## src/rtl/lock_pkg.sv

```systemverilog
// lock_pkg: FSM states, external counter commands and the factory code for lock_sequencer.
package lock_pkg;
  typedef enum logic [2:0] {
    S_IDLE,
    S_ENTRY,
    S_CHECK,
    S_FAIL,
    S_OPEN,
    S_LOCKOUT,
    S_PROGRAM
  } state_t;
  localparam logic [1:0] CNT_HOLD = 2'b00;
  localparam logic [1:0] CNT_INC = 2'b01;
  localparam logic [1:0] CNT_CLR = 2'b11;
  localparam logic [19:0] DEFAULT_CODE = {5'd1, 5'd2, 5'd3, 5'd4};
  // digit i of the factory code, leftmost digit first
  function automatic logic [4:0] default_digit(input int i);
    return DEFAULT_CODE[19-5*(i%4)-:5];
  endfunction
endpackage

```

## src/rtl/lock_timer.sv

```systemverilog
// lock_timer: loadable down-counter with a done flag, shared by the OPEN and LOCKOUT periods.
module lock_timer #(
  parameter int W = 6
) (
  input  logic         clk,
  input  logic         rst_n,
  input  logic         load,
  input  logic [W-1:0] load_val,
  output logic         done
);
  logic [W-1:0] cnt;
  always_ff @(posedge clk or negedge rst_n)
    if (!rst_n) cnt <= '0;
    else if (load) cnt <= load_val;
    else if (cnt != '0) cnt <= cnt - W'(1);
  assign done = cnt == '0;
endmodule

```

## src/rtl/lock_sequencer.sv

```systemverilog
// lock_sequencer: digit-entry combination lock with failed-attempt lockout.
// Defining LOCK_PROGRAM_EN adds code reprogramming from OPEN via set_mode.
module lock_sequencer
  import lock_pkg::*;
#(
  parameter int CODE_LEN       = 4,
  parameter int MAX_TRIES      = 3,
  parameter int OPEN_CYCLES    = 16,
  parameter int LOCKOUT_CYCLES = 32
) (
  input  logic       clk,
  input  logic       rst_n,
  input  logic       digit_valid,
  input  logic [4:0] digit,
  input  logic       clr,
  input  logic       set_mode,
  input  logic [4:0] cnt_value,
  output logic       cnt_en,
  output logic [1:0] cnt_sel,
  output logic       unlocked,
  output logic       alarm,
  output logic       busy
);
  localparam int IW = CODE_LEN > 1 ? $clog2(CODE_LEN) : 1;
  localparam int TW = $clog2((OPEN_CYCLES > LOCKOUT_CYCLES ? OPEN_CYCLES : LOCKOUT_CYCLES) + 1);
  state_t state, nxt;
  logic [IW-1:0] idx, idx_nxt;
  logic [4:0] entry[CODE_LEN];
  logic [4:0] code[CODE_LEN];
  logic in_seq, store, last, match, done, load, lock_trip;
  logic [TW-1:0] load_val;
  assign in_seq = state == S_ENTRY || state == S_PROGRAM;
  // clr beats a simultaneous digit while a sequence is in progress
  assign store = digit_valid && (state == S_IDLE || (in_seq && !clr));
  assign last = idx == IW'(CODE_LEN - 1);
  assign idx_nxt = store && !last ? idx + 1'b1 : (in_seq && !clr && !store ? idx : '0);
  assign lock_trip = {1'b0, cnt_value} + 6'd1 >= 6'(MAX_TRIES);
  assign busy = state != S_IDLE;
  assign load = nxt != state && (nxt == S_OPEN || nxt == S_LOCKOUT);
  assign load_val = nxt == S_OPEN ? TW'(OPEN_CYCLES - 1) : TW'(LOCKOUT_CYCLES - 1);
  always_comb begin
    match = 1'b1;
    for (int i = 0; i < CODE_LEN; i++) if (entry[i] != code[i]) match = 1'b0;
  end
  always_comb begin
    nxt = state;
    cnt_en = 1'b0;
    cnt_sel = CNT_HOLD;
    case (state)
      S_IDLE: nxt = digit_valid ? S_ENTRY : S_IDLE;
      S_ENTRY: nxt = clr ? S_IDLE : (store && last ? S_CHECK : S_ENTRY);
      S_CHECK: begin
        nxt = match ? S_OPEN : S_FAIL;
        cnt_en = match;
        cnt_sel = match ? CNT_CLR : CNT_HOLD;
      end
      S_FAIL: begin
        nxt = lock_trip ? S_LOCKOUT : S_IDLE;
        cnt_en = 1'b1;
        cnt_sel = CNT_INC;
      end
`ifdef LOCK_PROGRAM_EN
      S_OPEN: nxt = set_mode ? S_PROGRAM : (done ? S_IDLE : S_OPEN);
      S_PROGRAM: nxt = clr || (store && last) ? S_IDLE : S_PROGRAM;
`else
      S_OPEN: nxt = done ? S_IDLE : S_OPEN;
`endif
      S_LOCKOUT: begin
        nxt = done ? S_IDLE : S_LOCKOUT;
        cnt_en = done;
        cnt_sel = done ? CNT_CLR : CNT_HOLD;
      end
      default: nxt = S_IDLE;
    endcase
  end
  always_ff @(posedge clk or negedge rst_n)
    if (!rst_n) begin
      state <= S_IDLE;
      idx <= '0;
      unlocked <= 1'b0;
      alarm <= 1'b0;
      for (int i = 0; i < CODE_LEN; i++) entry[i] <= '0;
    end else begin
      state <= nxt;
      idx <= idx_nxt;
      unlocked <= nxt == S_OPEN;
      alarm <= nxt == S_LOCKOUT;
      if (store) entry[idx] <= digit;
    end
`ifdef LOCK_PROGRAM_EN
  // new code is staged in entry and committed on the last digit so clr keeps the old one
  always_ff @(posedge clk or negedge rst_n)
    if (!rst_n) for (int i = 0; i < CODE_LEN; i++) code[i] <= default_digit(i);
    else if (state == S_PROGRAM && store && last)
      for (int i = 0; i < CODE_LEN; i++) code[i] <= (i == CODE_LEN - 1) ? digit : entry[i];
`else
  for (genvar g = 0; g < CODE_LEN; g++) begin : g_code
    assign code[g] = default_digit(g);
  end
  logic unused_set_mode;
  assign unused_set_mode = set_mode;
`endif
  lock_timer #(.W(TW)) u_timer (
    .clk(clk),
    .rst_n(rst_n),
    .load(load),
    .load_val(load_val),
    .done(done)
  );
endmodule

```

## config.mk

```make
export PLATFORM = sky130hd
export DESIGN_NAME = lock_sequencer
export DESIGN_NICKNAME = d
export VERILOG_FILES = /design/src/rtl/lock_pkg.sv /design/src/rtl/lock_timer.sv /design/src/rtl/lock_sequencer.sv
export SDC_FILE = /design/constraint.sdc
export NUM_CORES = 1
export LEC_CHECK = 0
export ABC_AREA = 1
export CORE_ASPECT_RATIO = 0.75
export CORE_MARGIN = 2
export CORE_UTILIZATION = 50
export DETAILED_ROUTE_END_ITERATION = 10
export GPL_TIMING_DRIVEN = 0
export MAX_ROUTING_LAYER = met4
export PLACE_DENSITY = 0.75
export SETUP_SLACK_MARGIN = 0.05
export SLEW_MARGIN = 20
export SYNTH_ARGS = -nofsm -noshare
export SYNTH_HDL_FRONTEND = slang
export SYNTH_SLANG_ARGS = --single-unit
```

## constraint.sdc

```tcl
create_clock -name clk -period 2.96 [get_ports clk]
set_input_delay 0.444 -clock clk [delete_from_list [all_inputs] [get_ports clk]]
set_output_delay 0.444 -clock clk [all_outputs]
set_load 0.1 [all_outputs]
```

==> impl_metrics.yaml <==
outcome:
  outcome: "completed"
setup_path:
  cp-end-kind: "output port"
  critPathLaunchType: "flop"
  cp.arrival_ns: 2.29
  timing.rr.start: "u_timer.cnt[0]$_DFFE_PN0P_"
  required_ns: 2.52
  cp_max_fo: 4
  startpoint: "u_timer.cnt[0]$_DFFE_PN0P_"
  worstSetupPathType: "flop to output port"
route:
  drt_wl_total_um: 3400
  dr.first_iter.drc_count: 126
  drcViolationCount: 0
  viasPerCell: 4.95
  antenna_left: 0
  routedWlPerCell_um: 11.9
  dr.pass1.iters: 4
  vias: 1416
floorplanning:
  rows: 18
  io_pins: 21
  die_height_um: 55.0
  coreArea_um2: 3310
  die_w_um: 72.0
  die_area_um2: 3960
  start_util_pct: 52.3
job:
  maxCapViolations: 0
finish:
  final_nets: 266
  antenna_cells: 0
  final_cell_area_um2: 2070
  synthToLayoutAreaGrowth_pct: 19.3
  drive_gt1_share_pct: 10.2
synthesis:
  ys_ff_latch: 33
  ys_warn_count: 0
  seq_area_frac_synth_pct: 47.7
  syn_inst: 220
  syn_avg_cell_area_um2: 7.87
  syn_nets: 240
  synth_cell_type_count: 22
  syn-cell-area_um2: 1730
timing:
  slew_violations: 0
  hold-worst-slack_ns: 0.0518
  fin_crit_ns: 2.74
  setup_viol: 0
  rsz0062_at_grt: "no"
  period_share_pct: 92.5
  relSlewSlack_pct: 35.6
  fmax_ghz: 0.365
  finalHoldViolations: 0
  fin_ws_ns: 0.222
  worstMarginPinSlew_ns: 0.963
  clock_skew_ns: 0.00710
  tns_ns: 0
placement:
  dp_slack_ns: 0.146
  dp_hpwl_um: 2630
  place_area_um2: 1990
  gp_congestion: 0.835
  io_buffer_count: 18
clock_network:
  cts_tree: "built"
  cts.clk_slew.worst_paths_ns: 0.07
  clock_latency_ns: 0.28
  cts_resized: 3
  cts_buffers: 5
  clock_path_buffers: 2
  cts_root_buf: "clkbuf_8"
  cts_num_sinks: 33
  htree_levels: 2
  postCtsHoldBufs: 0
  post-cts-setup-buffers: 0
power_and_ir_drop:
  irDropWorstVdd_uv: 505
  power_mw: 2.02
  power.density_nw_per_um2: 978
  leakagePower_nw: 1.08
global_route:
  antenna_found_initial: 0
  grt_use_total_pct: 20.3
  grt_max_degree: 22
  grt_pass1_wl_um: 5740
  grt_pass1_vias: 1285
  grt_overflow: 0
min_path:
  hold_class: "input port to async pin"
==> cell usage after synthesis <==
library cell,instances,area (um2)
buf_4,1,7.51
buf_6,1,11.3
dfrtp_1,33,826
ha_1,5,62.6
inv_1,29,109
inv_2,1,3.75
mux2i_1,1,10.0
nand2_1,73,274
nand2_4,1,11.3
nand3_1,7,35.0
nand3_2,3,30.0
nand3_4,1,17.5
nand4_1,5,31.3
nor2_1,25,93.8
nor2_2,2,12.5
nor2_4,4,45.0
nor3_1,3,15.0
o21ai_0,11,55.1
o21ai_1,10,50.1
o31ai_1,1,7.51
or2_2,1,6.26
xor2_1,2,17.5
==> report_power, final <==
part	internal [mW]	leakage (nW)	switching [mW]
Sequential	0.657	0.414	0.147
Combinational	0.291	0.619	0.586
Clock	0.184	0.0443	0.153
Total	1.13	1.08	0.887
==> sequential cells by signal, indices dropped and copies added, names as in the netlist <==
| register | flops |
|---|---|
| entry | 20 |
| u_timer.cnt | 6 |
| state | 3 |
| idx | 2 |
| alarm | 1 |
| unlocked | 1 |
==> per-layer routing <==
metal / GRT usage, % / share of wire, %
met1: 28.4 / 53
met2: 29.0 / 42
met3: 4.53 / 4.6
met4: 7.55 / 1.1
met5: - / 0
==> worst paths after layout <==
path / cells after the start / endpoint / slack [ns]
max reg2reg: 11 / alarm$_DFF_PN0_ / 1.41
min in group clk: 2 / entry[18]$_DFFE_PN0P_ / 0.48
min reg2reg: 2 / entry[18]$_DFFE_PN0P_ / 0.48
min: 1 / entry[11]$_DFFE_PN0P_ / 0.05
max in group asynchronous: 2 / entry[18]$_DFFE_PN0P_ / 2.49
max: 8 / cnt_en / 0.22
==> per-stage QoR <==
step	instances	util, %
4_1_cts	286	62.5
5_1_grt	286	62.4
2_1_floorplan	220	-
3_3_place_gp	278	59.3
6_report	286	62.4
3_5_place_dp	279	60.0
==> cell type report <==
| cell class | instances | area, um2 |
|---|---|---|
| Fill cell | 301 | 1240 |
| Sequential cell | 33 | 826 |
| Multi-Input combinational cell | 155 | 777 |
| Timing Repair Buffer | 19 | 195 |
| Inverter | 30 | 113 |
| Clock buffer | 7 | 86.3 |
| Tap cell | 40 | 50.0 |
| Buffer | 2 | 18.8 |
==> cell families after synthesis <==
kind of cell               after synthesis  share of synthesized area [%]
AOI/OAI and AO/OA                       22                           6.50
xor gates and xnor gates                 2                           1.01
adders and majority gates                5                           3.61
buffers and inverters                   32                           7.59
DFF                                     33                           47.7
muxes                                    1                          0.578
and+or+nand+nor                        125                           33.0
==> cells in the final DEF, fill, tap and decap left out, types with 4 or more instances in the layout <==
cell type,netlist,layout
nand3_1,7,7
o21ai_0,11,11
inv_1,29,29
nand4_1,5,5
nor2_1,25,25
nor2_4,4,4
nand2_1,73,72
clkbuf_8,0,6
ha_1,5,5
clkdlybuf4s50_1,0,14
o21ai_1,10,10
dfrtp_1,33,33
==> worst max-delay path: stages (launching register included) <==
cell and delay (ns):
dfrtp_1 0.41, inv_1 0.07, ha_1 0.14, inv_1 0.08, nor2_4 0.14, nand4_1 0.13
nand2_2 0.10, or2_2 0.11, dlygate4sd2_1 0.85
Note: power is estimated with default switching activity, not from simulation.
